[config.mk]
export PLATFORM = sky130hd
export DESIGN_NAME = uart_rx
export DESIGN_NICKNAME = d
export VERILOG_FILES = /design/src/rtl/uart_rx.sv
export SDC_FILE = /design/constraint.sdc
export NUM_CORES = 1
export LEC_CHECK = 0
export BUFFER_PORTS_ARGS = -buffer_cell sky130_fd_sc_hd__buf_2
export CAP_MARGIN = 20
export CORE_ASPECT_RATIO = 1.75
export CORE_UTILIZATION = 40
export DETAILED_ROUTE_END_ITERATION = 16
export PLACE_DENSITY = 0.55
export SLEW_MARGIN = 5
export SYNTH_ARGS = -nofsm -noshare
export SYNTH_HDL_FRONTEND = slang
export SYNTH_SLANG_ARGS = --single-unit
export TNS_END_PERCENT = 1
[constraint.sdc]
create_clock -name CLK -period 5.3 [get_ports CLK]
set_input_delay 1.06 -clock CLK [delete_from_list [all_inputs] [get_ports CLK]]
set_output_delay 1.06 -clock CLK [all_outputs]
set_load 0.05 [all_outputs]
[src/rtl/uart_rx.sv]
// 8N1 serial receiver with oversampled majority voting,
// framing/break detection and a single-entry holding register.
module uart_rx #(
  parameter int CLK_HZ     = 100000000,
  parameter int BAUD       = 115200,
  parameter int OVERSAMPLE = 16
) (
  input  logic       CLK,
  input  logic       RST,
  input  logic       rx,
  output logic [7:0] data,
  output logic       valid,
  input  logic       ready,
  output logic       framing_err,
  output logic       overrun,
  output logic       busy
);

  localparam int DIV = CLK_HZ / (BAUD * OVERSAMPLE);
  localparam int CW  = $clog2(DIV + 1);
  localparam int SW  = $clog2(OVERSAMPLE);
  localparam int M   = OVERSAMPLE / 2;

  localparam logic [CW-1:0] TOP    = CW'(DIV - 1);
  localparam logic [SW-1:0] S_LAST = SW'(OVERSAMPLE - 1);
  localparam logic [SW-1:0] S_A    = SW'(M - 1);
  localparam logic [SW-1:0] S_B    = SW'(M);
  localparam logic [SW-1:0] S_C    = SW'(M + 1);

  typedef enum logic [2:0] {
    IDLE, START, DATA, STOP, BRK
  } state_t;

  state_t          state;
  logic            sync1;
  logic            rxs;
  logic            rxs_d;
  logic [CW-1:0]   cnt;
  logic [SW-1:0]   s;
  logic            va;
  logic            vb;
  logic [2:0]      bitn;
  logic [7:0]      sh;
  logic            done;
  logic            tick;
  logic            decide;
  logic            maj;

  assign tick   = (state != IDLE) && (cnt == TOP);
  assign decide = tick && (s == S_C);
  assign maj    = (va & vb) | (va & rxs) | (vb & rxs);
  assign busy   = (state != IDLE);

  always_ff @(posedge CLK or posedge RST) begin
    if (RST) begin
      sync1       <= 1'b1;
      rxs         <= 1'b1;
      rxs_d       <= 1'b1;
      state       <= IDLE;
      cnt         <= '0;
      s           <= '0;
      va          <= 1'b0;
      vb          <= 1'b0;
      bitn        <= '0;
      sh          <= '0;
      done        <= 1'b0;
      framing_err <= 1'b0;
    end else begin
      sync1       <= rx;
      rxs         <= sync1;
      rxs_d       <= rxs;
      done        <= 1'b0;
      framing_err <= 1'b0;
      // phase counter restarts from zero on every start edge
      if (state == IDLE || tick)
        cnt <= '0;
      else
        cnt <= cnt + 1'b1;
      if (tick) begin
        s <= (s == S_LAST) ? '0 : s + 1'b1;
        if (s == S_A) va <= rxs;
        if (s == S_B) vb <= rxs;
      end
      unique case (state)
        IDLE: begin
          if (rxs_d && !rxs) begin
            state <= START;
            s     <= '0;
          end
        end
        START: begin
          if (decide) begin
            state <= maj ? IDLE : DATA;
            bitn  <= '0;
          end
        end
        DATA: begin
          if (decide) begin
            sh <= {maj, sh[7:1]};
            if (bitn == 3'd7)
              state <= STOP;
            else
              bitn <= bitn + 1'b1;
          end
        end
        STOP: begin
          if (decide) begin
            if (maj) begin
              state <= IDLE;
              done  <= 1'b1;
            end else begin
              state       <= BRK;
              framing_err <= 1'b1;
            end
          end
        end
        BRK: begin
          if (rxs) state <= IDLE;
        end
        default: state <= IDLE;
      endcase
    end
  end

  always_ff @(posedge CLK or posedge RST) begin
    if (RST) begin
      data    <= '0;
      valid   <= 1'b0;
      overrun <= 1'b0;
    end else begin
      overrun <= 1'b0;
      if (done) begin
        if (!valid || ready) begin
          data  <= sh;
          valid <= 1'b1;
        end else begin
          overrun <= 1'b1;
        end
      end else if (valid && ready) begin
        valid <= 1'b0;
      end
    end
  end

endmodule

; ---- Word level (Yosys, flattened, before mapping)
; Cells that the tools add are included.
[word_totals]
register_bits = 41
wordCells = 89
out_inout_bits = 12
input_bits = 4
[classes]
add_sub_neg = 3
muxes = 29
n_bitwise = 5
reduce_logical = 19
eq_ne = 18
[op_table]
columns = op, count
row1 = 3-bit two-way mux, 10
row2 = 4-bit two-way mux, 4
row3 = 3-bit case mux with 5 select lines, 1
row4 = 4-bit == test (second input constant), 3
row5 = 2-bit != test (second input constant), 6
row6 = 1-bit two-way mux, 11
row7 = 2-bit AND reduction, 5
row8 = 6-bit by 1-bit adder with 6-bit output (second input constant), 1
row9 = 3-bit by 2-bit == test with 1-bit output (second input constant), 2
row10 = 3-bit == test (second input constant), 2
row11 = 6-bit == test (second input constant), 1
row12 = 6-bit two-way mux, 1
row13 = 3-bit case mux with 2 select lines, 1
row14 = 6-bit AND reduction, 1
row15 = 4-bit by 1-bit adder with 4-bit output (second input constant), 1
row16 = 4-bit by 3-bit == test with 1-bit output (second input constant), 1
row17 = 1-bit logical AND, 4
row18 = 2-bit by 1-bit != test with 1-bit output (second input constant), 2
row19 = 4-bit AND reduction, 1
row20 = 2-bit nonzero test, 2
row21 = 3-bit by 1-bit adder with 3-bit output (second input constant), 1
row22 = 1-bit bitwise AND, 3
row23 = 3-bit by 1-bit == test with 1-bit output (second input constant), 1
row24 = 3-bit zero test, 1
row25 = other kinds (5), 8

; ---- Logic depth before layout (Yosys ltp)
[logic_depth]
word_depth = 6
depth_mapped = 7
depth_no_buf = 6

; ---- Least setup slack after synthesis
; No wires, ideal clock.
[synth_timing]
path_kind = register to output
from = register state[0]
to = output busy
required_ns = 4.240
t_arrival_ns = 1.062
path_slack_ns = 3.178
path_stages_with_launch = 3
path_buffers = 1
cell_sequence = dfrtp_1 -> clkbuf_2 -> or3_1
[synth_via]
elab_chain_len = 1
[synth_lines]
columns = element, line_no
row1 = start: declaration, 34  ; state_t state;
row2 = start signal: assignment, 93  ; state <= maj ? IDLE : DATA;
row3 = 3-bit nonzero test, 52  ; assign busy = (state != IDLE);
row4 = end: declaration, 16  ; output logic busy
; Every way passes these cells.

; ---- Worst setup path in the final report
[layout_timing]
from = register state[2]
to = output busy
; Same word-level chain as after synthesis.

==> out/results.tsv <==
stage	metric	value	unit
pwr	Pleak	1.03	nW
flow_run	max cap viols	0	
drt	Total Wirelength	2990	µm
die	Die Area	4840	µm²
drt	total iterations of the first detailed-routing run	4	
synth	Syn Inst Count	149	
clocking	Clock Path Buffers	2	
placement	RePlAce Congestion	0.728	
clocking	Root Driver	clkbuf_8	
placement	Post-DP HPWL	2290	µm
drt	antenna-violating nets left	0	
synth	Netlist cell types	43	
cells_and_area	layout cells sized above 1	31.4	%
die	effective utilization at floorplan	41.4	%
cells_and_area	Final Util	46.6	%
synth	Yosys reg bits	41	
drt	Detailed Route Iter0 Violations	29	
drt	WL per Instance	13.6	µm
cells_and_area	post-route cell area	2050	µm²
placement	placement-stage cell area	1950	µm²
synth	mapped cell area	1820	µm²
timing	Worst Tran Pin Value	757	ps
clocking	cts bufs inserted	5	
cells_and_area	Area growth syn-to-layout	12.6	%
die	core box area	4400	µm²
critical_path	Worst Path Required	4240	ps
critical_path	Crit Path Category	flop to output port	
pwr	pwr/cell area	333	nW/µm²
clocking	CTS clk-pin slew, worst paths	70	ps
die	Horiz. Die Dim	53.0	µm
die	IO Count	16	
critical_path	crit path capture type	output port	
global_routing	first-pass GRT wire length	5180	µm
clocking	TritonCTS clock tree	built	
synth	Avg Inst Size Synth	12.2	µm²
timing	RSZ-0062 raised after global routing	no	
drt	Vias/cell	5.25	
placement	PortBufs	15	
placement	Post-Place Worst Slack	3070	ps
synth	number of synthesized flops with an enable pin	0	
clocking	Setup Fix Bufs, Post-CTS	0	
synth	Top FF cell, synth	dfrtp_1	
clocking	Post-CTS Hold Buffers	0	
timing	Final Cycle Share	47.9	%
clocking	CTS H-tree lvls	2	
timing	Final TNS setup	0	ps
die	cell row count	32	
timing	Final Setup Violations	0	
timing	endpoints failing hold	0	
global_routing	initial antenna violation count	0	
drt	Post-route DRC	0	
critical_path	CP arrival	1480	ps
pwr	maximum VDD drop	0.000253	V
cells_and_area	n_diodes	0	
status	status	finished, final reports clean	
synth	syn_nets	160	
synth	Synth area leaders	dfrtp_1 (52%), mux2_2 (11%), ha_1 (4.8%)	
synth	Yosys warning total	0	
timing	clk_skew	6.56	ps
min_path	Hold Path Class	flop to flop	
drt	vias	1155	
synth	sequential-to-total area share from yosys stat	56.5	%
clocking	CTS Sinks	41	
global_routing	vias in the first global route	1230	
timing	Slew Viols, Final	0	
synth	cell taking the most area after synthesis	dfrtp_1	
critical_path	reg2reg setup slack	3080	ps
timing	headroom to the max-slew limit	49.4	%
synth	synth cell count leaders	dfrtp_1 (38), mux2_2 (18), nor2_1 (12)	
synth	post-synth top area share	52.2	%
global_routing	gr ovfl total	0	
clocking	CTS-repair resized insts	0	
timing	clock period minus worst slack	2540	ps
synth	ys async rst share	100	%
timing	fin worst setup slack	2760	ps
timing	worst hold slack	358	ps
synth	cell with the most instances after synthesis	dfrtp_1	
cells_and_area	Layout Nets	179	
clocking	Worst-Skew Late Latency	280	ps
global_routing	largest net degree at the start of global routing	42	
timing	Fmax achieved	394	MHz
global_routing	GR Util All Layers	14.9	%
critical_path	CP Max Fanout	12	
critical_path	crit start category	flop	
die	Die Y	91.3	µm
state kept, by name (all words and copies together), names as in the netlist:
name	flops
valid	1
sync1	1
sh	8
va	1
cnt	6
rxs	1
framing_err	1
done	1
rxs_d	1
bitn	3
vb	1
overrun	1
s	4
data	8
state	3
path summary, 6_finish.rpt:
kind,startpoint,end,cells after the start
worst max-delay path,state[2],busy,2
worst min-delay path,sync1,rxs,0
worst max register to register,cnt[1],sh[5],6
worst min register to register,sync1,rxs,0
max in group asynchronous,RST,done,3
min in group asynchronous,RST,state[1],3
report_power, final:
part           switching (mW)  internal (mW)  total, mW
Combinational          0.0485         0.0412     0.0896
Clock                  0.0965          0.118      0.214
Sequential             0.0345          0.344      0.379
metal layers:
layer / share of wire, % / routed length [µm] / global-route usage, %
met1: 37 / 1110 / 13.8
met2: 59 / 1750 / 27.7
met3: 2.2 / 67 / 4.19
met4: 2.1 / 62 / 6.80
met5: 0 / 0 / 0
layout make-up:
type | count | area, µm²
fillers | 427 | 2350
inverters | 9 | 33.8
repair buffers | 16 | 82.6
clock inverters | 1 | 5.00
flip-flops and latches | 41 | 1030
clock buffers | 7 | 96.3
well taps | 51 | 63.8
multi-input cells | 95 | 739
stage by stage:
step,cells,power (mW)
global route,220,0.729
finish,220,0.682
detailed placement,212,0.477
floorplan,149,0.452
CTS,220,0.698
global placement,212,0.469
cell usage in the layout, fill, tap and decap left out, types with 6 or more instances in the layout:
cell type,n
ha_1,7
clkbuf_8,7
dfrtp_1,38
mux2_2,18
nor2_1,12
nand3_1,6
inv_1,9
nand2_1,7
buf_2,15
critical path: stages (launching register included):
cell and delay, ps:
dfrtp_1 500, or3_1 470, buf_2 240
cell families after synthesis:
| group | Yosys count | share of synthesized area, % |
|---|---|---|
| and+or+nand+nor | 44 | 13.0 |
| DFF | 41 | 56.5 |
| muxes | 23 | 14.2 |
| AOI/OAI and AO/OA | 17 | 6.66 |
| buffers and inverters | 13 | 2.88 |
| adders and majority gates | 7 | 4.81 |
| xor gates and xnor gates | 4 | 1.92 |
Note: power is estimated with default switching activity, not from simulation.
